[config.mk]
export PLATFORM = sky130hd
export DESIGN_NAME = mips32_mem_arbiter
export DESIGN_NICKNAME = d
export VERILOG_FILES = /design/src/rtl/mips32_mem_arbiter.sv
export SDC_FILE = /design/constraint.sdc
export NUM_CORES = 1
export LEC_CHECK = 0
export ABC_CLOCK_PERIOD_IN_PS = 2300
export BUFFER_PORTS_ARGS = -buffer_cell sky130_fd_sc_hd__buf_2
export CORE_ASPECT_RATIO = 0.6
export CORE_MARGIN = 4
export CORE_UTILIZATION = 35
export DETAILED_ROUTE_END_ITERATION = 16
export SYNTH_ARGS = -nofsm -noshare
export SYNTH_HDL_FRONTEND = slang
export SYNTH_SLANG_ARGS = --single-unit
export TNS_END_PERCENT = 100
[constraint.sdc]
create_clock -name clk1 -period 2.3 [get_ports clk1]
set_input_delay 0.115 -clock clk1 [delete_from_list [all_inputs] [get_ports clk1]]
set_output_delay 0.115 -clock clk1 [all_outputs]
set_load 0.01 [all_outputs]
[src/rtl/mips32_mem_arbiter.sv]
// Shared single-port memory arbiter: the load/store port has priority over
// instruction fetch, with a starvation guard so fetch always progresses.
module mips32_mem_arbiter #(
  parameter int unsigned ADDR_W       = 10,
  parameter int unsigned DATA_W       = 32,
  parameter int unsigned MEM_LATENCY  = 1,
  parameter int unsigned STARVE_LIMIT = 4
) (
  input  logic              clk1,
  input  logic              reset,
  input  logic              if_req,
  input  logic [ADDR_W-1:0] if_addr,
  output logic              if_gnt,
  output logic              if_rvalid,
  output logic [DATA_W-1:0] if_rdata,
  input  logic              dm_req,
  input  logic              dm_we,
  input  logic [ADDR_W-1:0] dm_addr,
  input  logic [DATA_W-1:0] dm_wdata,
  output logic              dm_gnt,
  output logic              dm_rvalid,
  output logic [DATA_W-1:0] dm_rdata,
  output logic              mem_en,
  output logic              mem_we,
  output logic [ADDR_W-1:0] mem_addr,
  output logic [DATA_W-1:0] mem_wdata,
  input  logic [DATA_W-1:0] mem_rdata,
  output logic              busy,
  output logic [3:0]        starve_cnt
);

  localparam logic [1:0] S_IDLE  = 2'd0;
  localparam logic [1:0] S_ISSUE = 2'd1;
  localparam logic [1:0] S_WAIT  = 2'd2;
  localparam logic [1:0] S_RESP  = 2'd3;

  localparam int unsigned CNT_W = 4;

  logic [1:0]       state;
  logic [1:0]       state_nxt;
  logic [CNT_W-1:0] lat_cnt;
  logic             owner_dm;
  logic             any_req;
  logic             if_wins;

  // IF beats a concurrent DM request only once it has lost STARVE_LIMIT rounds
  assign any_req = if_req | dm_req;
  assign if_wins = if_req & (~dm_req |
                   ((STARVE_LIMIT != 0) && (starve_cnt == CNT_W'(STARVE_LIMIT))));

  always_ff @(posedge clk1) begin
    if (reset) state <= S_IDLE;
    else       state <= state_nxt;
  end

  always_comb begin
    state_nxt = state;
    if_gnt    = 1'b0;
    dm_gnt    = 1'b0;
    case (state)
      S_IDLE: begin
        if (any_req) begin
          state_nxt = S_ISSUE;
          if (if_wins) if_gnt = 1'b1;
          else         dm_gnt = 1'b1;
        end
      end
      S_ISSUE: state_nxt = mem_we ? S_IDLE : S_WAIT;
      S_WAIT:  if (lat_cnt == CNT_W'(1)) state_nxt = S_RESP;
      S_RESP:  state_nxt = S_IDLE;
      default: state_nxt = S_IDLE;
    endcase
  end

  // Datapath: memory strobes, latency countdown, response capture, starvation count
  always_ff @(posedge clk1) begin
    if (reset) begin
      mem_en     <= 1'b0;
      mem_we     <= 1'b0;
      mem_addr   <= '0;
      mem_wdata  <= '0;
      if_rvalid  <= 1'b0;
      if_rdata   <= '0;
      dm_rvalid  <= 1'b0;
      dm_rdata   <= '0;
      starve_cnt <= '0;
      lat_cnt    <= '0;
      owner_dm   <= 1'b0;
      busy       <= 1'b0;
    end else begin
      mem_en    <= 1'b0;
      mem_we    <= 1'b0;
      if_rvalid <= 1'b0;
      dm_rvalid <= 1'b0;
      busy      <= (state_nxt != S_IDLE);

      if (if_gnt) begin
        mem_en   <= 1'b1;
        mem_addr <= if_addr;
        owner_dm <= 1'b0;
      end else if (dm_gnt) begin
        mem_en    <= 1'b1;
        mem_we    <= dm_we;
        mem_addr  <= dm_addr;
        mem_wdata <= dm_wdata;
        owner_dm  <= 1'b1;
      end

      if (state == S_IDLE && any_req) begin
        if (if_req && dm_gnt) begin
          if (starve_cnt != 4'd15) starve_cnt <= starve_cnt + 4'd1;
        end else begin
          starve_cnt <= '0;
        end
      end

      if (state == S_ISSUE) lat_cnt <= CNT_W'(MEM_LATENCY);

      if (state == S_WAIT) begin
        lat_cnt <= lat_cnt - CNT_W'(1);
        if (lat_cnt == CNT_W'(1)) begin
          if (owner_dm) begin
            dm_rdata  <= mem_rdata;
            dm_rvalid <= 1'b1;
          end else begin
            if_rdata  <= mem_rdata;
            if_rvalid <= 1'b1;
          end
        end
      end
    end
  end

endmodule
==> results of run 1 <==
==> sequential cells by signal (all words and copies together), names as in the netlist <==
register / count
owner_dm: 1
mem_addr: 10
mem_en: 1
state: 2
lat_cnt: 4
if_rvalid: 1
if_rdata: 32
mem_wdata: 32
dm_rdata: 32
dm_rvalid: 1
mem_we: 1
busy: 1
starve_cnt: 4
==> cells in the final DEF (no fill, tap or decap), types with 8 or more instances in the layout <==
cell / Yosys / routed
nand2_1: 207 / 207
buf_2: 18 / 204
and2_1: 11 / 11
inv_1: 9 / 9
buf_4: 0 / 10
clkbuf_16: 0 / 17
nor2_1: 15 / 15
dlygate4sd3_1: 0 / 65
dfxtp_1: 122 / 122
ha_1: 8 / 8
a21oi_1: 107 / 107
==> through the flow <==
| step | area (um2) | worst slack, ps | total power [mW] | utilization [%] |
|---|---|---|---|---|
| final | 7030 | 143 | 6.10 | 54.4 |
| after floorplan | 4650 | 639 | 2.99 | - |
| after global routing | 7030 | 9.91 | 6.40 | 54.4 |
| after detailed placement | 5770 | 516 | 3.30 | 44.6 |
| after CTS | 7030 | 122 | 6.17 | 54.4 |
| after global placement | 5770 | 578 | 3.27 | 44.6 |
==> how the worst min path moves through the flow <==
stage / startpoint / to / cells past startpoint
floorplan: mem_rdata[0] / dm_rdata[0] / 2
finish: dm_addr[8] / mem_addr[8] / 3
CTS: dm_addr[2] / mem_addr[2] / 3
detailed placement: dm_wdata[3] / mem_wdata[3] / 3
global route: dm_addr[4] / mem_addr[4] / 3
global placement: dm_wdata[19] / mem_wdata[19] / 3
==> repair_timing <==
| action | CTS | global route |
|---|---|---|
| resized for setup | 0 | 0 |
| hold endpoints to repair | 97 | 0 |
| hold buffers | 65 | 0 |
==> cell families after synthesis <==
kind of cell	after synthesis	share of synthesized area (%)
buffers and inverters	51	5.59
and+or+nand+nor	254	22.5
AOI/OAI and AO/OA	138	17.3
adders and majority gates	8	2.15
DFF	122	52.5
==> cell type report <==
| class | instances | area [um2] |
|---|---|---|
| well taps | 170 | 213 |
| clock inverters | 14 | 185 |
| clock buffers | 18 | 429 |
| repair buffers | 280 | 1770 |
| inverters | 10 | 42.5 |
| flip-flops and latches | 122 | 2440 |
| fillers | 1233 | 5900 |
| multi-input cells | 400 | 1950 |
==> critical path: stages (launching register included) <==
cell and delay, ps:
dfxtp_1 400, inv_1 80, ha_1 190, and3b_1 230, a21o_1 250, clkinv_4 260
buf_2 200
==> layer usage <==
| layer | share of wire [%] | vias to the layer above | track usage, % | routed length (um) |
|---|---|---|---|---|
| met3 | 6.8 | 22 | 5.25 | 955 |
| met1 | 46 | 2112 | 24.2 | 6440 |
| met2 | 46 | 144 | 29.3 | 6400 |
| met5 | 0 | - | 0 | 0 |
| met4 | 1.7 | 0 | 6.67 | 238 |
| li1 | - | 2391 | - | - |
==> power by group <==
group | total, mW | internal (mW) | switching [mW]
Combinational | 1.01 | 0.441 | 0.566
Sequential | 2.33 | 2.25 | 0.0778
Clock | 2.76 | 1.73 | 1.03
==> impl_results.md, run 1 <==
* Run status: finished, final reports clean
* Skew-Pair Late Insertion Delay at 410 ps
* Cells after DPL at 917
* Reg2reg path depth at 7
* Worst Setup End Kind: output port
* Reg2Reg Launch Point: state[0]
* Largest net degree at the start of global routing at 59
* Main synth FF type: dfxtp_1
* Initial Utilization at 36.0%
* Remaining antenna violation count at 0
* Longest Clk Path Bufs at 2
* Critical Path End: dm_gnt
* Share of the synthesized area in the top cell type at 52.5%
* Number of synthesis warnings at 0
* Full die area at 15,300 um2
* Final Hold Violating Endpoints at 0
* Max-cap violations at 0
* Syn avg cell area at 8.12 um2
* Core box area at 12,900 um2
* Actual slew at the worst max-slew pin at approximately 650 ps
* Critical Path RT at around 2200 ps
* Die Ht at 97.3 um
* Core Rows at 32
* IO Port Bufs at 205
* Top post-synthesis cells by area: dfxtp_1, nand2_1, a21oi_1
* Initial DRT Pass Iterations at 4
* Commonest cells post-synth: nand2_1, dfxtp_1, a21oi_1
* Antenna fix cells at 0
* Cell variety after synth at 37
* 1st-iter DRT viols at 165
* Period utilization at between 90% and 100%
* Avg WL per Cell at 13.8 um
* HPWL after DPL at 9490 um
* P_leak at 3.14 nW
* Final cell count without fillers at 1,014
* Final period demand of the worst path at 2160 ps
* Vias at ~4,700
* Clock H-tree levels at 4
* CTS Sinks at approximately 120
* Routed vias/inst at 4.60
* FF-to-FF setup slack at 490 ps
* Post-route DRC at 0
* Area grow syn2layout at 51.1%
* Relative slew slack at between 50% and 60%
* CP arrival at 2040 ps
* Final nets at 928
* Post-synth top area cell: dfxtp_1
* Reg clk slew, reported paths at 60 ps
* Post-synth ARST share at 0%
* Number of buffers created by CTS at 17
* Worst Setup SP: starve_cnt[0]
* Peak Freq at 464 MHz
* Post-synthesis sequential area ratio at 52.5%
* Netlist Area Pre-Place at around 4700 um2
* Gate Count Post-Synth at between 500 and 600
* Layout cells sized above 1 at 31.4%
* Vias in the first global route at 4,802
* Slew Viols, Final at 0
* Gr usage total at a little under a fifth
* Critical Path Source Type: register
* Global placement routability congestion at between 0.7 and 0.8
* Setup TNS at 0 ps
* Hold_ws at 23.8 ps
* Grt ovf at 0
* Root Driver: clkbuf_16
* Crit path max fanout at 43
* RSZ-0062 raised after global routing: false
* Post-synth EDFFs at 0
* Yosys reg bits at around 120
* I/O Pins at 206
* First-pass GRT wire length at about 23,000 um
* Hold WC Path Type: in -> reg
* Reg-to-reg endpoint: if_rdata[17]
* CTS tree: done
* Clock skew at between 10 and 15 ps
* # setup viols final at 0
* Drt total wl at 14,000 um
* Initial antenna violation count at 0
* # Post-CTS Setup Buffers at 0
* Post-Syn Nets at 670
* WS Path Type: reg -> out
* Peak supply drop at 0.000444 V
* PD cells at 867 nW/um2
* Die extent in x at 157 um
* Most frequent cell after synthesis: nand2_1
Power figures use the tool's default switching activity.
==> run 2: changes to the inputs <==
CTS_BUF_LIST = sky130_fd_sc_hd__clkbuf_8   (was default)
==> impl_results.md, run 2 (same netlist as run 1, synthesis figures left out) <==
* Run status: finished, final reports clean (unchanged)
* Number of buffers created by CTS at 17 (unchanged)
* PD cells at 778 nW/um2 (was 867 nW/um2)
* Longest Clk Path Bufs at 2 (unchanged)
* Initial Utilization at 36.0% (unchanged)
* Gr usage total at 18.4% (was 18.5%)
* Actual slew at the worst max-slew pin at 633 ps (was 645 ps)
* Largest registers: dm_rdata x32, if_rdata x32, mem_wdata x32 (unchanged)
* Multi-input gate area at 1950 um2 (unchanged)
* Final Hold Violating Endpoints at 0 (unchanged)
* Critical Path Source Type: register (unchanged)
* Commonest non-fill, non-tap cell in the layout: nand2_1 (unchanged)
* Setup TNS at 0 ps (unchanged)
* Worst path slowest cell: o211a_1 (was dfxtp_1)
* Final cell count without fillers at 1,022 (was 1,014)
* FF/Latch Area at 2440 um2 (unchanged)
* HPWL after DPL at 9490 um (unchanged)
* NetSw at 1.59 mW (was 1.67 mW)
* Worst hold stages at 3 (unchanged)
* Root Driver: clkbuf_8 (was clkbuf_16)
* Commonest non-fill, non-tap cells in the layout: nand2_1, buf_2, dfxtp_1 (unchanged)
* I/O Pins at 206 (unchanged)
* Die Ht at 97.3 um (unchanged)
* IO Port Bufs at 205 (unchanged)
* Initial DRT Pass Iterations at 4 (unchanged)
* Reg2Reg Launch Point: state[0] (unchanged)
* Switching part of the total at 29.5% (was 27.5%)
* # Post-CTS Setup Buffers at 0 (unchanged)
* Relative slew slack at 57.8% (was 57.0%)
* Remaining antenna violation count at 0 (unchanged)
* Skew-Pair Late Insertion Delay at 430 ps (was 410 ps)
* Core Rows at 32 (unchanged)
* Reg-to-reg endpoint: if_rdata[16] (was if_rdata[17])
* Slew Viols, Final at 0 (unchanged)
* Full die area at 15,300 um2 (unchanged)
* Area grow syn2layout at 48.9% (was 51.1%)
* Internal Power at 3.80 mW (was 4.42 mW)
* Final nets at 936 (was 928)
* Fill count at 1,245 (was 1,233)
* Antenna fix cells at 0 (unchanged)
* Vias at 4,692 (was 4,669)
* Vias in the first global route at 4,776 (was 4,802)
* Largest net degree at the start of global routing at 59 (unchanged)
* Die extent in x at 157 um (unchanged)
* Hold Startpoint: dm_addr[6] (was dm_addr[8])
* WS Path Type: reg -> out (unchanged)
* CTS Sinks at 122 (unchanged)
* # setup viols final at 0 (unchanged)
* P_leak at 3.09 nW (was 3.14 nW)
* Avg WL per Cell at 13.8 um (about the same)
* CP delay by family, top: compound AO/OA/AOI/OAI gates (was buffers and inverters)
* CP Buf/Inv Count at 2 (was 3)
* Hold path endpoint: mem_addr[6] (was mem_addr[8])
* CP arrival at 2010 ps (was 2040 ps)
* Cell chain of the critical path: inv_1 -> ha_1 -> and3b_1 -> o211a_1 -> buf_2 (was inv_1 -> ha_1 -> and3b_1 -> a21o_1 -> clkinv_4 -> buf_2)
* 1st-iter DRT viols at 175 (was 165)
* Sequential share of power at 43.2% (was 38.2%)
* Clock H-tree levels at 4 (unchanged)
* Final period demand of the worst path at 2120 ps (was 2160 ps)
* Grt ovf at 0 (unchanged)
* Cells after DPL at 917 (unchanged)
* Peak supply drop at 0.000486 V (was 0.000444 V)
* Worst Setup SP: starve_cnt[0] (unchanged)
* First-pass GRT wire length at 23,100 um (was 23,200 um)
* CTS tree: done (unchanged)
* Reg clk slew, reported paths at 80 ps (was 60 ps)
* Drt total wl at 14,100 um (was 14,000 um)
* Post-route DRC at 0 (unchanged)
* Hold WC Path Type: in -> reg (unchanged)
* Layout cells sized above 1 at 31.1% (was 31.4%)
* Global placement routability congestion at 0.783 (unchanged)
* RSZ-0062 raised after global routing: false (unchanged)
* Clock skew at 16.7 ps (was 11.2 ps)
* Initial antenna violation count at 0 (unchanged)
* Max-cap violations at 0 (unchanged)
* Peak Freq at 471 MHz (was 464 MHz)
* Critical Path RT at 2180 ps (about the same)
* Core box area at 12,900 um2 (unchanged)
* Period utilization at 92.2% (was 93.8%)
* Routed vias/inst at 4.59 (was 4.60)
* FF-to-FF setup slack at 500 ps (was 490 ps)
* Worst Setup End Kind: output port (unchanged)
* Clock power share at 37.7% (was 45.3%)
* CP max stage delay at 510 ps (was 400 ps)
* Comb pwr share at 19.1% (was 16.5%)
* Reg2reg path depth at 7 (unchanged)
* Crit path max fanout at 12 (was 43)
-- run 2: area by class of cell --
cell class | instances | share of cell area [%]
clock buffer | 17 | 3.38
clock inverter | 15 | 2.73
inverter | 10 | 0.723
multi-input combinational | 400 | 28.2
sequential | 122 | 35.3
tap | 170 | 3.07
timing repair buffer | 288 | 26.7
-- run 2: power by group through the flow --
stage,sequential [mW],clock [mW],combinational (mW)
after CTS,2.33,2.10,1.02
final,2.33,2.03,1.03
after global placement,2.37,0,0.907
after detailed placement,2.37,0,0.925
after global routing,2.35,2.20,1.14
after floorplan,2.42,0,0.563
-- run 2: routing by layer --
metal,global-route usage [%],share of wire [%],up-vias
met5,0,0,-
met4,5.47,1.1,0
met3,5.25,6.2,12
met2,29.8,46,140
met1,23.9,46,2137
li1,-,-,2403
-- run 2: metrics by stage --
stage                     area (um2)  util [%]  hold slack, ps  power (mW)  worst slack (ps)
after floorplan                 4650         -             251        2.99               639
after global placement          5770      44.6             356        3.27               578
after detailed placement        5770      44.6             364        3.30               516
after CTS                       6920      53.5           0.405        5.45              91.0
after global routing            6930      53.6            9.26        5.68              45.4
final                           6930      53.6            27.4        5.39               179
-- run 2: worst max path at each step --
stage               slack (ps)  cells past startpoint            to
floorplan                  640                      7   mem_addr[0]
global placement           580                      7  if_rdata[18]
detailed placement         520                      7   mem_addr[6]
CTS                         90                      6        dm_gnt
global route                50                      6        dm_gnt
finish                     180                      5        if_gnt
-- run 2: repair_timing --
item	CTS	global route
endpoints found under the hold margin	105	0
hold buffers	73	0
setup endpoints to repair	0	1
resized for setup	0	3
-- run 2: worst min-delay path, cell delays in order --
cell     delay [ps]
buf_2            90
o22ai_2          90
a21oi_2         120
==> run 3: changes to the inputs <==
CORE_MARGIN = 2   (was 4)
CORE_UTILIZATION = 50   (was 35)
PLACE_DENSITY = 0.94   (was default)
==> impl_results.md, run 3 (same netlist as run 1, synthesis figures left out) <==
* Worst hold stages at 3 (unchanged)
* Multi-input gate area at 1950 um2 (unchanged)
* P_leak at 3.03 nW (was 3.09 nW)
* CTS Sinks at 122 (unchanged)
* Reg clk slew, reported paths at 70 ps (was 80 ps)
* Fill count at 645 (was 1,245)
* Longest Clk Path Bufs at 2 (unchanged)
* Largest net degree at the start of global routing at 48 (was 59)
* Clock power share at 31.3% (was 37.7%)
* Hold Startpoint: dm_addr[2] (was dm_addr[6])
* Initial Utilization at 51.0% (was 36.0%)
* Clock H-tree levels at 4 (unchanged)
* FF-to-FF setup slack at 370 ps (was 500 ps)
* Vias in the first global route at 4,989 (was 4,776)
* Hold path endpoint: mem_addr[2] (was mem_addr[6])
* Actual slew at the worst max-slew pin at 555 ps (was 633 ps)
* Hold_ws at 15.5 ps (was 27.4 ps)
* # setup viols final at 0 (unchanged)
* Run status: finished, final reports clean (unchanged)
* # Post-CTS Setup Buffers at 0 (unchanged)
* Area grow syn2layout at 43.7% (was 48.9%)
* Max-cap violations at 0 (unchanged)
* NetSw at 1.50 mW (was 1.59 mW)
* Post-CTS Hold Buffers at 68 (was 73)
* Number of buffers created by CTS at 17 (unchanged)
* Grt ovf at 0 (unchanged)
* Gr usage total at 29.2% (was 18.4%)
* RSZ-0062 raised after global routing: false (unchanged)
* Switching part of the total at 30.5% (was 29.5%)
* Internal Power at 3.42 mW (was 3.80 mW)
* HPWL after DPL at 8610 um (was 9490 um)
* Core Rows at 27 (was 32)
* Final period demand of the worst path at 2140 ps (was 2120 ps)
* Critical Path RT at 2180 ps (about the same)
* Remaining antenna violation count at 0 (unchanged)
* Die Ht at 78.7 um (was 97.3 um)
* IO Port Bufs at 205 (unchanged)
* Reg2Reg Launch Point: starve_cnt[0] (was state[0])
* Core box area at 9120 um2 (was 12,900 um2)
* Worst Setup End Kind: output port (unchanged)
* Final Hold Violating Endpoints at 0 (unchanged)
* Reg-to-reg endpoint: mem_addr[9] (was if_rdata[16])
* Commonest non-fill, non-tap cells in the layout: nand2_1, buf_2, dfxtp_1 (unchanged)
* Vias at 4,994 (was 4,692)
* Routed vias/inst at 5.20 (was 4.59)
* Sequential share of power at 47.5% (was 43.2%)
* Die extent in x at 129 um (was 157 um)
* Final nets at 930 (was 936)
* FF/Latch Area at 2440 um2 (unchanged)
* Antenna fix cells at 0 (unchanged)
* First-pass GRT wire length at 23,300 um (was 23,100 um)
* 1st-iter DRT viols at 349 (was 175)
* Root Driver: clkbuf_8 (unchanged)
* WS Path Type: reg -> out (unchanged)
* I/O Pins at 206 (unchanged)
* Initial antenna violation count at 0 (unchanged)
* Setup TNS at 0 ps (unchanged)
* PD cells at 737 nW/um2 (was 778 nW/um2)
* Clock skew at 14.5 ps (was 16.7 ps)
* CTS tree: done (unchanged)
* Critical Path Source Type: register (unchanged)
* Drt total wl at 14,700 um (was 14,100 um)
* Crit path max fanout at 43 (was 12)
* Slew Viols, Final at 0 (unchanged)
* Hold WC Path Type: in -> reg (unchanged)
* Avg WL per Cell at 15.4 um (was 13.8 um)
* Peak supply drop at 0.000467 V (was 0.000486 V)
* Full die area at 10,100 um2 (was 15,300 um2)
* Reg2reg path depth at 6 (was 7)
* Final Power at 4.92 mW (was 5.39 mW)
* Commonest non-fill, non-tap cell in the layout: nand2_1 (unchanged)
* Global placement routability congestion at 0.847 (was 0.783)
* Peak Freq at 468 MHz (was 471 MHz)
* Layout cells sized above 1 at 30.8% (was 31.1%)
* Largest registers: dm_rdata x32, if_rdata x32, mem_wdata x32 (unchanged)
* Relative slew slack at 63.0% (was 57.8%)
* CP arrival at 2020 ps (was 2010 ps)
* Comb pwr share at 21.3% (was 19.1%)
* Period utilization at 92.9% (was 92.2%)
* Post-route DRC at 0 (unchanged)
* Skew-Pair Late Insertion Delay at 430 ps (about the same)
* Initial DRT Pass Iterations at 6 (was 4)
* PostCTS Resize Cnt at 0 (unchanged)
run 3: cell types whose count changed in the layout (fill, tap and decap cells not counted), sizes merged:
cell         delta
inv             -4
dlygate4sd3     -5
clkbuf          +1
bufinv          -3
buf             -1
clkinv          +4
run 3: worst max-delay path by stage:
| stage | slack, ps | from | to |
|---|---|---|---|
| 3_5_place_dp | 480 | state[1] | state[0] |
| 4_1_cts | 170 | starve_cnt[0] | dm_gnt |
| 3_3_place_gp | 590 | starve_cnt[0] | mem_addr[0] |
| 2_1_floorplan | 640 | starve_cnt[0] | mem_addr[0] |
| 5_1_grt | 20 | starve_cnt[0] | dm_gnt |
| 6_report | 160 | starve_cnt[0] | dm_gnt |
run 3: final cells by class:
type                       instances  area share, %
sequential                       122           36.5
tap                              116           2.17
timing repair buffer             282           26.8
multi-input combinational        400           29.2
inverter                          10          0.637
clock inverter                    12          0.955
clock buffer                      18           3.71
run 3: critical path, stage by stage (launching register included):
cell and delay [ps]:
dfxtp_1 400, inv_1 80, ha_1 190, and3b_1 230, a21o_1 240, clkinv_4 270, buf_2 200
run 3: power groups by stage:
| stage | Clock, mW | Sequential (mW) | Combinational [mW] |
|---|---|---|---|
| after floorplan | 0 | 2.42 | 0.563 |
| after global placement | 0 | 2.37 | 0.887 |
| after global routing | 1.64 | 2.35 | 1.13 |
| final | 1.54 | 2.34 | 1.05 |
| after detailed placement | 0 | 2.37 | 0.912 |
| after CTS | 1.55 | 2.33 | 1.00 |
run 3: through the flow:
stage               utilization, %  std cells  cell area [um2]  setup slack [ps]
floorplan                        -        573             4650               639
global placement              62.4        862             5690               591
detailed placement            62.4        862             5690               477
CTS                           73.3        960             6680               165
global route                  73.3        960             6680              21.4
finish                        73.3        960             6680               163
run 3: routing by layer:
layer	vias to the layer above	GRT usage (%)	share of wire, %
met2	289	47.9	48
met1	2263	33.8	40
met4	0	16.3	3.4
li1	2390	-	-
met3	52	10.1	9.1
met5	-	0	0
